--- src/rtl/axi_slave_packetizer.sv ---
// AXI4 slave front end: accepts one AW/W or AR transaction at a time and packs it
// into a 678-bit scheduler packet, offered on a valid/ready handshake.
module axi_slave_packetizer #(
    parameter int C_S_AXI_ID_WIDTH   = 16,
    parameter int C_S_AXI_ADDR_WIDTH = 32,
    parameter int C_S_AXI_DATA_WIDTH = 128,
    parameter int C_MAX_BEATS        = 4
) (
    input  logic                              S_AXI_ACLK,
    input  logic                              S_AXI_ARESET,
    input  logic [C_S_AXI_ID_WIDTH-1:0]       S_AXI_AWID,
    input  logic [C_S_AXI_ADDR_WIDTH-1:0]     S_AXI_AWADDR,
    input  logic [7:0]                        S_AXI_AWLEN,
    input  logic [2:0]                        S_AXI_AWSIZE,
    input  logic [1:0]                        S_AXI_AWBURST,
    input  logic                              S_AXI_AWLOCK,
    input  logic [3:0]                        S_AXI_AWCACHE,
    input  logic [2:0]                        S_AXI_AWPROT,
    input  logic [3:0]                        S_AXI_AWQOS,
    input  logic [3:0]                        S_AXI_AWREGION,
    input  logic                              S_AXI_AWVALID,
    output logic                              S_AXI_AWREADY,
    input  logic [C_S_AXI_DATA_WIDTH-1:0]     S_AXI_WDATA,
    input  logic [C_S_AXI_DATA_WIDTH/8-1:0]   S_AXI_WSTRB,
    input  logic                              S_AXI_WLAST,
    input  logic                              S_AXI_WVALID,
    output logic                              S_AXI_WREADY,
    input  logic [C_S_AXI_ID_WIDTH-1:0]       S_AXI_ARID,
    input  logic [C_S_AXI_ADDR_WIDTH-1:0]     S_AXI_ARADDR,
    input  logic [7:0]                        S_AXI_ARLEN,
    input  logic [2:0]                        S_AXI_ARSIZE,
    input  logic [1:0]                        S_AXI_ARBURST,
    input  logic                              S_AXI_ARLOCK,
    input  logic [3:0]                        S_AXI_ARCACHE,
    input  logic [2:0]                        S_AXI_ARPROT,
    input  logic [3:0]                        S_AXI_ARQOS,
    input  logic [3:0]                        S_AXI_ARREGION,
    input  logic                              S_AXI_ARVALID,
    output logic                              S_AXI_ARREADY,
    output logic                              valid,
    input  logic                              ready,
    output logic [677:0]                      packet
);

    localparam int STRB_W   = C_S_AXI_DATA_WIDTH / 8;
    localparam int META_W   = C_S_AXI_ADDR_WIDTH + C_S_AXI_ID_WIDTH + 29;
    localparam int META_FLD = 101;
    localparam int DATA_TOP = C_MAX_BEATS * C_S_AXI_DATA_WIDTH - 1;
    localparam int STRB_TOP = C_MAX_BEATS * (C_S_AXI_DATA_WIDTH + STRB_W) - 1;
    localparam int PKT_W    = 1 + META_FLD + STRB_TOP + 1;

    typedef enum logic [1:0] {IDLE, WDATA, EMIT} state_t;

    state_t             state_q, state_d;
    logic [7:0]         beat_cnt_q, beat_cnt_d;
    logic [7:0]         len_q, len_d;
    logic               last_grant_q, last_grant_d;  // 1 = write was last served
    logic [PKT_W-1:0]   pkt_q, pkt_d;
    logic               aw_ready, ar_ready, w_ready, emit;
    logic               grant_w, grant_r;
    logic [META_W-1:0]  meta_aw, meta_ar;

    assign meta_aw = {S_AXI_AWADDR, S_AXI_AWID, S_AXI_AWLEN, S_AXI_AWSIZE, S_AXI_AWBURST,
                      S_AXI_AWLOCK, S_AXI_AWCACHE, S_AXI_AWPROT, S_AXI_AWQOS, S_AXI_AWREGION};
    assign meta_ar = {S_AXI_ARADDR, S_AXI_ARID, S_AXI_ARLEN, S_AXI_ARSIZE, S_AXI_ARBURST,
                      S_AXI_ARLOCK, S_AXI_ARCACHE, S_AXI_ARPROT, S_AXI_ARQOS, S_AXI_ARREGION};

    always_comb begin
        state_d      = state_q;
        beat_cnt_d   = beat_cnt_q;
        len_d        = len_q;
        last_grant_d = last_grant_q;
        pkt_d        = pkt_q;
        aw_ready     = 1'b0;
        ar_ready     = 1'b0;
        w_ready      = 1'b0;
        emit         = 1'b0;
        grant_w      = 1'b0;
        grant_r      = 1'b0;
        case (state_q)
            IDLE: begin
                // Writes win a tie only when the previous grant went to a read
                grant_w  = S_AXI_AWVALID && (!S_AXI_ARVALID || !last_grant_q);
                grant_r  = S_AXI_ARVALID && !grant_w;
                aw_ready = grant_w;
                ar_ready = grant_r;
                if (grant_w) begin
                    pkt_d                         = '0;
                    pkt_d[PKT_W-1]                = 1'b1;
                    pkt_d[PKT_W-2 -: META_FLD]    = META_FLD'(meta_aw);
                    beat_cnt_d                    = '0;
                    len_d                         = S_AXI_AWLEN;
                    state_d                       = WDATA;
                end else if (grant_r) begin
                    pkt_d                         = '0;
                    pkt_d[PKT_W-2 -: META_FLD]    = META_FLD'(meta_ar);
                    state_d                       = EMIT;
                end
            end
            WDATA: begin
                w_ready = 1'b1;
                if (S_AXI_WVALID) begin
                    for (int k = 0; k < C_MAX_BEATS; k++) begin
                        if (beat_cnt_q == 8'(k)) begin
                            pkt_d[STRB_TOP - STRB_W*k -: STRB_W]                         = S_AXI_WSTRB;
                            pkt_d[DATA_TOP - C_S_AXI_DATA_WIDTH*k -: C_S_AXI_DATA_WIDTH] = S_AXI_WDATA;
                        end
                    end
                    if (beat_cnt_q != 8'hFF) begin
                        beat_cnt_d = beat_cnt_q + 8'd1;
                    end
                    if (S_AXI_WLAST || (beat_cnt_q == len_q)) begin
                        state_d = EMIT;
                    end
                end
            end
            EMIT: begin
                emit = 1'b1;
                if (ready) begin
                    last_grant_d = pkt_q[PKT_W-1];
                    state_d      = IDLE;
                end
            end
            default: state_d = IDLE;
        endcase
    end

    always_ff @(posedge S_AXI_ACLK or posedge S_AXI_ARESET) begin
        if (S_AXI_ARESET) begin
            state_q      <= IDLE;
            beat_cnt_q   <= '0;
            len_q        <= '0;
            last_grant_q <= 1'b0;
            pkt_q        <= '0;
        end else begin
            state_q      <= state_d;
            beat_cnt_q   <= beat_cnt_d;
            len_q        <= len_d;
            last_grant_q <= last_grant_d;
            pkt_q        <= pkt_d;
        end
    end

    // The IDLE grant is combinational, so mask it while reset is held
    assign S_AXI_AWREADY = aw_ready & ~S_AXI_ARESET;
    assign S_AXI_ARREADY = ar_ready & ~S_AXI_ARESET;
    assign S_AXI_WREADY  = w_ready & ~S_AXI_ARESET;
    assign valid         = emit;
    assign packet        = pkt_q;

endmodule
--- config.mk ---
export PLATFORM = sky130hd
export DESIGN_NAME = axi_slave_packetizer
export DESIGN_NICKNAME = d
export VERILOG_FILES = /design/src/rtl/axi_slave_packetizer.sv
export SDC_FILE = /design/constraint.sdc
export NUM_CORES = 2
export LEC_CHECK = 0
export BUFFER_PORTS_ARGS = -buffer_cell sky130_fd_sc_hd__buf_2
export CORE_AREA = 2 2 381 383
export CTS_CLUSTER_SIZE = 30
export DETAILED_ROUTE_END_ITERATION = 16
export DIE_AREA = 0 0 383 385
export GPL_ROUTABILITY_DRIVEN = 1
export HOLD_SLACK_MARGIN = 0.12
export PLACE_DENSITY_LB_ADDON = 0.3
export SLEW_MARGIN = 5
export SYNTH_ARGS = -nofsm -noshare
export SYNTH_HDL_FRONTEND = slang
export SYNTH_SLANG_ARGS = --single-unit
--- constraint.sdc ---
create_clock -name S_AXI_ACLK -period 55.7 [get_ports S_AXI_ACLK]
set_input_delay 2.785 -clock S_AXI_ACLK [delete_from_list [all_inputs] [get_ports S_AXI_ACLK]]
set_output_delay 2.785 -clock S_AXI_ACLK [all_outputs]
set_load 0.01 [all_outputs]
==> flow_metrics.tcl <==
set metrics [dict create \
    synth_area_leaders "dfrtp_1 65%, a32o_1 22%, mux2i_1 3.1%" \
    antenna_found_initial 8 \
    start_kind "primary input" \
    initial_core_util_pct 18.20 \
    wl_met2_um 50680 \
    wirelength_um 105400 \
    viasPerCell 4.523 \
    io_buffers 962 \
    endpoint_kind "primary output" \
    syn_area_um2 26050 \
    grt_pass1_wl_um 150400 \
    grt_start_max_net_pins 197 \
    syn_inst 1842 \
    worstPathArrival_ns 4.43 \
    hold_viol_final 0 \
    fin_tns_setup_ns 0 \
    die_w_um 383 \
    ys_seq_elements 673 \
    rsz0062_at_grt "no" \
    avgSynthCellArea_um2 14.14 \
    power_density_nw_per_um2 51.25 \
    insertion_delay_ns 0.66 \
    drt-initial-drc-count 1470 \
    grt_pass1_vias 21180 \
    synth_top_area_share_pct 64.65 \
    area_growth_pct 34.78 \
    fin_crit_sh_pct 12.95 \
    clock.fmax_mhz 138.6 \
    tritoncts "done" \
    tightest_slew_ns 1.071 \
    yosysTopAreaCell "dfrtp_1" \
    route.detailed.drc 0 \
    place.gp.congestion 0.7957 \
    fillers 15300 \
    cts_setup_buffers 0 \
    highest_layer "met5" \
    die_height_um 385 \
    post-route-util_pct 24.53 \
    fin_skew_ns 0.02187 \
    h-tree-depth 3 \
    track_usage_pct 13.58 \
    firstDrtPassIters 6 \
    drt-met1-wl_um 42340 \
    min_period_ns 7.216 \
    ios 987 \
    leakagePower_nw 17.63 \
    ys_warn_count 0 \
    slew_violations 0 \
    regArea_um2 16840 \
    critical_path_required_ns 52.92 \
    wl_per_cell_um 22.57 \
    clock_path_buffers 3 \
    peakVddDrop_mv 0.03501 \
    core-area_um2 143100 \
    antenna_left 0 \
    final_nets 3011 \
    numCtsBuffers 80 \
    path_clk_slew_ns 0.05 \
    dieArea_um2 147500 \
    clockRootBuffer "clkbuf_16" \
    yosysUniqueCellTypes 39 \
    multi_input_area_um2 8056 \
    cts.sinks 673 \
    dp_hpwl_um 72030 \
    worst-setup-path-type "primary input to primary output" \
    cts_hold_buf 0 \
    status "finished clean" \
    post_cts_resized 0 \
    gr-total-overflow 0 \
    max-cap-violations 0 \
    max_slew_margin_pct 28.60 \
    row_count 139 \
    finalSetupViolCount 0 \
    vias 21110 \
    path_max_fanout 31 \
    drive_gt1_share_pct 41.22 \
    wl_met3_um 8736 \
    hold_class "flip-flop to flip-flop" \
    synth_seq_area_share_pct 64.65 \
]
per-layer routing:
metal / vias up / GRT usage (%)
met5: - / 0
met4: 2 / 4.987
met3: 175 / 4.633
met2: 880 / 22.24
met1: 10990 / 16.48
li1: 9067 / -
registers in the layout, indices dropped and copies added, names as in the netlist:
register      cells
packet          654
state_q           2
beat_cnt_q        8
last_grant_q      1
len_q             8
cells by family after synthesis:
kind of cell / share of synthesized area (%)
other cells: 0.01440
mux: 3.161
fa+ha+maj: 0.1921
flops: 64.65
buf+inv: 5.058
simple gates: 2.498
xor+xnor: 0.4035
compound gates: 24.02
cell usage after synthesis:
master / count
o21ai_0: 82
nor3_2: 1
a21boi_0: 1
a32o_1: 576
conb_1: 1
buf_6: 28
nand4_1: 2
a21oi_1: 2
and3_1: 1
o2bb2ai_1: 1
nor3_1: 3
nor2b_1: 3
nor4b_1: 1
o211ai_1: 1
inv_1: 5
nand2b_1: 1
or3b_2: 1
nor3b_1: 1
xnor2_1: 4
dfrtp_1: 673
mux2i_1: 80
mux2_2: 2
xor2_1: 8
buf_4: 24
buf_1: 12
a21o_1: 4
a211o_1: 1
nand2_1: 111
nand3_1: 5
nor4bb_1: 1
nor2_1: 11
nor4_1: 4
a31o_2: 1
clkbuf_1: 114
and2_0: 1
nor2_2: 4
or4_1: 1
ha_1: 4
buf_2: 66
cell type report:
type                    instances  area share (%)
clock inverters                26          0.9551
repair buffers                999           14.61
flip-flops and latches        673           47.97
diodes                          4         0.02851
clock buffers                 115           6.629
well taps                    1903           6.782
multi-input cells             943           22.95
inverters                       5         0.07484
worst paths after layout:
check	startpoint	endpoint	slack (ns)	depth (start not counted)
setup / recovery	S_AXI_AWVALID	S_AXI_AWREADY	48.48	6
hold / removal	packet[643]	packet[643]	0.47	2
setup reg to reg	state_q[0]	packet[344]	51.76	6
hold reg to reg	packet[643]	packet[643]	0.47	2
max in group asynchronous	S_AXI_ARESET	packet[130]	49.75	6
min in group asynchronous	S_AXI_ARESET	packet[590]	2.25	2
worst max-delay path, stage by stage:
cell      delay (ns)
buf_2           0.15
a21boi_4        0.18
buf_4           0.44
nand2_1         0.44
nor2_1          0.25
buf_2           0.17
cell usage in the layout, fill, tap and decap left out, types with 5 or more instances in the layout:
master / count
buf_2: 962
dfrtp_1: 673
a32o_1: 576
nand2_1: 111
clkbuf_16: 83
o21ai_0: 81
mux2i_1: 80
buf_4: 34
conb_1: 24
clkbuf_1: 19
clkinv_2: 14
clkbuf_8: 13
nor2_1: 11
xor2_1: 8
bufinv_16: 6
nand3_1: 5
through the flow:
stage	std cells	hold slack (ns)	setup slack [ns]	total power, mW	cell area [um2]
floorplan	1865	0.4638	34.05	1.024	26140
CTS	4664	0.4804	48.47	1.829	35100
finish	4668	0.4747	48.48	1.799	35110
detailed placement	4523	0.4678	48.49	1.286	32430
global placement	4523	0.4609	48.50	1.285	32430
global route	4667	0.4911	48.30	1.900	35100
report_power, final:
group	internal (mW)	switching, mW
registers	0.583	0.0534
clock network	0.319	0.215
logic	0.175	0.454
total	1.08	0.723
Note: power is estimated with default switching activity, not from simulation.
